<file path="config.mk">
export PLATFORM = sky130hd
export DESIGN_NAME = reg_file_dump
export DESIGN_NICKNAME = d
export VERILOG_FILES = /design/src/rtl/reg_file_dump.sv
export SDC_FILE = /design/constraint.sdc
export NUM_CORES = 1
export LEC_CHECK = 0
export ABC_AREA = 1
export CORE_MARGIN = 8
export CORE_UTILIZATION = 47
export CTS_BUF_LIST = sky130_fd_sc_hd__clkbuf_8
export CTS_CLUSTER_DIAMETER = 80
export CTS_CLUSTER_SIZE = 14
export DETAILED_ROUTE_END_ITERATION = 10
export GPL_ROUTABILITY_DRIVEN = 0
export GPL_TIMING_DRIVEN = 0
export PLACE_DENSITY = 0.88
export SLEW_MARGIN = 20
export SYNTH_ARGS = -nofsm -noshare
export SYNTH_HDL_FRONTEND = slang
export SYNTH_SLANG_ARGS = --single-unit
</file>
<file path="constraint.sdc">
create_clock -name clk -period 4.3 [get_ports clk]
set_input_delay 0.645 -clock clk [delete_from_list [all_inputs] [get_ports clk]]
set_output_delay 0.645 -clock clk [all_outputs]
set_load 0.01 [all_outputs]
</file>
<file path="src/rtl/reg_file_dump.sv">
// -----------------------------------------------------------------------------
// reg_file_dump
// Walks an external register file one register at a time and streams each
// value out over a valid/ready interface as an (index, data) beat.
//
// FSM: IDLE -> READ -> OUT -> (READ ... ) -> DONE -> IDLE
//   READ  drives rd_reg with the current index and captures rd_data.
//   OUT   presents the captured beat until the consumer accepts it.
//   DONE  one-cycle done pulse after the final beat is accepted.
// Throughput is one beat every two cycles because each beat needs its own
// READ cycle. Registers are sampled one by one, so the dump is not an
// atomic snapshot of the register file.
//
// Ports:
//   clk        clock, rising edge
//   rst_n      asynchronous active-low reset
//   start      single-cycle dump request (honoured only in IDLE)
//   abort      cancel any dump, return to IDLE without a done pulse
//   rd_reg     register-file read address
//   rd_data    combinational read data for rd_reg
//   out_valid  beat available
//   out_ready  consumer accepts the beat
//   out_idx    register index of the current beat
//   out_data   register value of the current beat
//   busy       high in every state except IDLE
//   done       one-cycle pulse after the last beat is accepted
//
// Configuration macro:
//   REG_DUMP_SKIP_X0_EN  when defined the dump starts at index 1 (x0 skipped);
//                        otherwise it starts at index 0.
// -----------------------------------------------------------------------------
module reg_file_dump #(
  parameter int DATA_WIDTH = 32,
  parameter int NUM_REGS   = 32
) (
  input  logic                        clk,
  input  logic                        rst_n,
  input  logic                        start,
  input  logic                        abort,
  output logic [$clog2(NUM_REGS)-1:0] rd_reg,
  input  logic [DATA_WIDTH-1:0]       rd_data,
  output logic                        out_valid,
  input  logic                        out_ready,
  output logic [$clog2(NUM_REGS)-1:0] out_idx,
  output logic [DATA_WIDTH-1:0]       out_data,
  output logic                        busy,
  output logic                        done
);

  localparam int IDX_W = $clog2(NUM_REGS);

`ifdef REG_DUMP_SKIP_X0_EN
  localparam logic [IDX_W-1:0] FIRST_IDX = IDX_W'(1);
`else
  localparam logic [IDX_W-1:0] FIRST_IDX = '0;
`endif
  // Terminal index: the counter stops here and never wraps.
  localparam logic [IDX_W-1:0] LAST_IDX = IDX_W'(NUM_REGS - 1);

  typedef enum logic [1:0] {
    IDLE = 2'd0,
    READ = 2'd1,
    OUT  = 2'd2,
    DONE = 2'd3
  } state_e;

  state_e                 state_q, state_d;
  logic [IDX_W-1:0]       idx_q, idx_d;
  logic [IDX_W-1:0]       out_idx_q, out_idx_d;
  logic [DATA_WIDTH-1:0]  out_data_q, out_data_d;

  // NOTE: state registers use non-blocking assignments so every flop samples
  // the pre-edge values of its inputs, independent of statement order.
  always_ff @(posedge clk or negedge rst_n) begin
    if (!rst_n) begin
      state_q    <= IDLE;
      idx_q      <= '0;
      out_idx_q  <= '0;
      out_data_q <= '0;
    end else begin
      state_q    <= state_d;
      idx_q      <= idx_d;
      out_idx_q  <= out_idx_d;
      out_data_q <= out_data_d;
    end
  end

  // Next-state logic. Abort overrides start and any pending handshake.
  // NOTE: every signal gets a default before the case so no path leaves it
  // unassigned, which would otherwise infer a latch.
  always_comb begin
    state_d    = state_q;
    idx_d      = idx_q;
    out_idx_d  = out_idx_q;
    out_data_d = out_data_q;
    if (abort) begin
      state_d = IDLE;
    end else begin
      unique case (state_q)
        IDLE: begin
          if (start) begin
            idx_d   = FIRST_IDX;
            state_d = READ;
          end
        end
        READ: begin
          out_data_d = rd_data;
          out_idx_d  = idx_q;
          state_d    = OUT;
        end
        OUT: begin
          if (out_ready) begin
            if (idx_q == LAST_IDX) begin
              state_d = DONE;
            end else begin
              idx_d   = idx_q + IDX_W'(1);
              state_d = READ;
            end
          end
        end
        DONE:    state_d = IDLE;
        default: state_d = IDLE;
      endcase
    end
  end

  // Outputs decode purely from registered state, so out_valid has no
  // combinational path from out_ready and reset clears them immediately.
  always_comb begin
    rd_reg    = '0;
    out_valid = 1'b0;
    busy      = (state_q != IDLE);
    done      = (state_q == DONE);
    if (state_q == READ) rd_reg = idx_q;
    if (state_q == OUT)  out_valid = 1'b1;
  end

  assign out_idx  = out_idx_q;
  assign out_data = out_data_q;

endmodule

</file>
==> results by group <==
Worst setup path
  – Worst Setup End Kind: primary output
  – Critical setup path kind: reg -> out
  – Critical Path AT: between 1.5 and 2 ns
  – Critical-path top delay cell: clkdlybuf4s50_1
  – CP startpoint: state_q[0]
  – Reg2reg start: idx_q[0]
  – Worst setup SP type: flop
  – Slowest Stage Delay on Critical Path: 0.55 ns
  – Crit-path cells: inv_2 > nor2_4 > inv_1 > nor2_1 > clkdlybuf4s50_1
  – R2R cell count: 8
  – Crit Path Max Fanout: 7
  – Req. time, crit path: 3.65 ns

Clocking
  – CTS tree: yes
  – Clock sinks: 44
  – H-tree Lvls: 2
  – Bufs on Longest Clock Path: 2
  – Clock root buffer: clkbuf_8
  – Worst skew pair latency: between 0.2 and 0.3 ns
  – Setup bufs post-CTS: 0
  – Post-cts repair resize count: 0
  – Hold-fix buffers, CTS: 0
  – Num CTS Buffers: 5
  – CTS clk-pin slew, worst paths: 0.08 ns

Drt
  – Total Wirelength: between 5000 and 6000 µm
  – Starting DRC count in detailed routing: between 90 and 100
  – DR vias: 1777
  – Via-to-Cell Ratio: 4.803
  – First drt pass iteration count: 4
  – Post-route DRC: 0
  – Post-route ant nets: 0
  – WL per Instance: 13.66 µm

Die
  – Die Wd: 79.76 µm
  – Die height: ~80 µm
  – I/O pins: 82
  – Initial Util: 0.4846
  – Full die area: 0.006361 mm²
  – Core area: a little under 0.004 mm²
  – FP Rows: 23

STA
  – Post-Route Skew: 0.003216 ns
  – Setup violators final: 0
  – Final Critical Period: 2.431 ns
  – F_max: between 0.4 and 0.5 GHz
  – Fin crit share: 0.5654
  – Worst relative slew slack: 0.7068
  – Worst-margin pin slew: approximately 0.44 ns
  – Unrepaired setup endpoints after global routing: no
  – Setup TNS: 0 ns
  – Hold Slack: 0.2958 ns
  – Max-slew violation count: 0
  – Hold Vio Cnt, Final: 0

Cells and area
  – Synth-to-layout area growth: 51.21%
  – # fillers: 314
  – Final design utilization: 0.7328
  – Final nets: about 360
  – Layout cells sized above 1: 0.06563
  – N_diodes: 0

Global routing
  – Total Routing Usage GR: 0.1596
  – Largest net degree at the start of global routing: 28
  – Total gr overflow: 0
  – First-pass GRT wire length: 8211 µm
  – Vias in the first global route: 1741
  – Antenna violations before repair: 0

Yosys
  – Cell Area, Synth: 0.001911 mm²
  – Mapped Cells: 230
  – Yosys cell types: 19
  – Syn_nets: around 270
  – Register area share after synthesis: 0.5763
  – Syn_area_per_cell: 8.307 µm²
  – Seq cells post-synth: 44
  – Ys Warns: 0

Pwr
  – Pleak: 0.001405 µW
  – Pwr dens: 440.1 mW/mm²
  – VDD IR-drop max: 0.3204 mV

Hold path
  – Worst Hold Class: in -> async

Placed design
  – Detailed placement HPWL: 3913 µm
  – Port Buffer Count: 81

Job
  – Max Cap Viol: 0

Run status
  – Status: completed
==> cells in the mapped netlist <==
library cell  instances  area [µm²]
o21ai_1               6       30.03
nor3b_1               1       7.510
nor3_1                1       5.000
dfrtp_1              44        1101
ha_1                  2       25.02
inv_1                12       45.04
clkbuf_1              3       11.26
nand2_2               1       6.260
buf_6                 1       11.26
nand3_1              38       190.2
o21ai_0               1       5.000
buf_2                 6       30.03
nand2_1              94       352.8
nor2_1               13       48.80
nand4_1               1       6.260
inv_2                 2       7.510
clkinv_1              1       3.750
nor2_4                1       11.26
nor2_2                2       12.51
==> placed cells by master, fill, tap and decap left out, drive strengths merged, types with 2 or more instances in the layout <==
cell,synthesis,layout
inv,14,16
nor2,16,16
nand2,95,95
clkbuf,3,9
dfrtp,44,44
o21ai,7,7
nand3,38,38
ha,2,2
buf,7,9
clkdlybuf4s50,0,80
==> logic make-up (layout without fill, tap and decap cells) <==
logic type / count (synthesis) / in the layout / synth area share
fa+ha+maj: 2 / 2 / 0.01310
buf+inv: 25 / 115 / 0.05697
compound gates: 7 / 7 / 0.01833
flops: 44 / 44 / 0.5763
simple gates: 152 / 152 / 0.3353
==> final timing paths <==
path / end / slack, ns
setup / recovery: rd_reg[1] / 1.87
hold / removal: out_data[23] / 0.30
setup reg to reg: idx_q[1] / 2.71
hold reg to reg: out_data[0] / 0.47
max in group asynchronous: out_data[12] / 3.51
min in group clk: out_data[0] / 0.47
==> worst max-delay path: cells and delay by family, from the launching register on <==
| family | cells | cell delay (ns) |
|---|---|---|
| buffers and inverters | 3 | 0.76 |
| DFF | 1 | 0.46 |
| and+or+nand+nor | 2 | 0.29 |
==> stage by stage <==
| stage | power [µW] | area, µm² | setup slack (ns) | cells |
|---|---|---|---|---|
| 2_1_floorplan | 744.2 | 1911 | 2.770 | 230 |
| 3_3_place_gp | 1017 | 2784 | 1.402 | 361 |
| 3_5_place_dp | 1033 | 2799 | 2.165 | 362 |
| 4_1_cts | 1289 | 2889 | 1.851 | 370 |
| 5_1_grt | 1355 | 2889 | 1.763 | 370 |
| 6_report | 1271 | 2889 | 1.869 | 370 |
==> cell type report <==
| type | count | area (µm²) | share of cell area |
|---|---|---|---|
| timing repair buffer | 82 | 825.8 | 0.2858 |
| sequential | 44 | 1101 | 0.3811 |
| buffer | 10 | 52.55 | 0.01819 |
| inverter | 15 | 56.30 | 0.01949 |
| clock inverter | 2 | 7.507 | 0.002599 |
| multi-input combinational | 161 | 700.7 | 0.2425 |
| clock buffer | 6 | 82.58 | 0.02858 |
| tap | 50 | 62.56 | 0.02165 |
==> sequential cells by signal (all words and copies together), names as in the netlist <==
signal,cells
out_data,32
state_q,2
out_idx,5
idx_q,5
==> where the power goes <==
group	switching, µW	internal [µW]
combinational	197	249
sequential	57.9	514
clock	127	126
total	382	890
==> layer usage <==
| layer | up-vias | GRT usage | share of wire |
|---|---|---|---|
| met5 | - | 0 | 0 |
| met4 | 0 | 0.02182 | 0.0038 |
| met3 | 2 | 0.05180 | 0.069 |
| met2 | 56 | 0.2689 | 0.50 |
| met1 | 817 | 0.1989 | 0.42 |
| li1 | 902 | - | - |
Power figures use the tool's default switching activity.
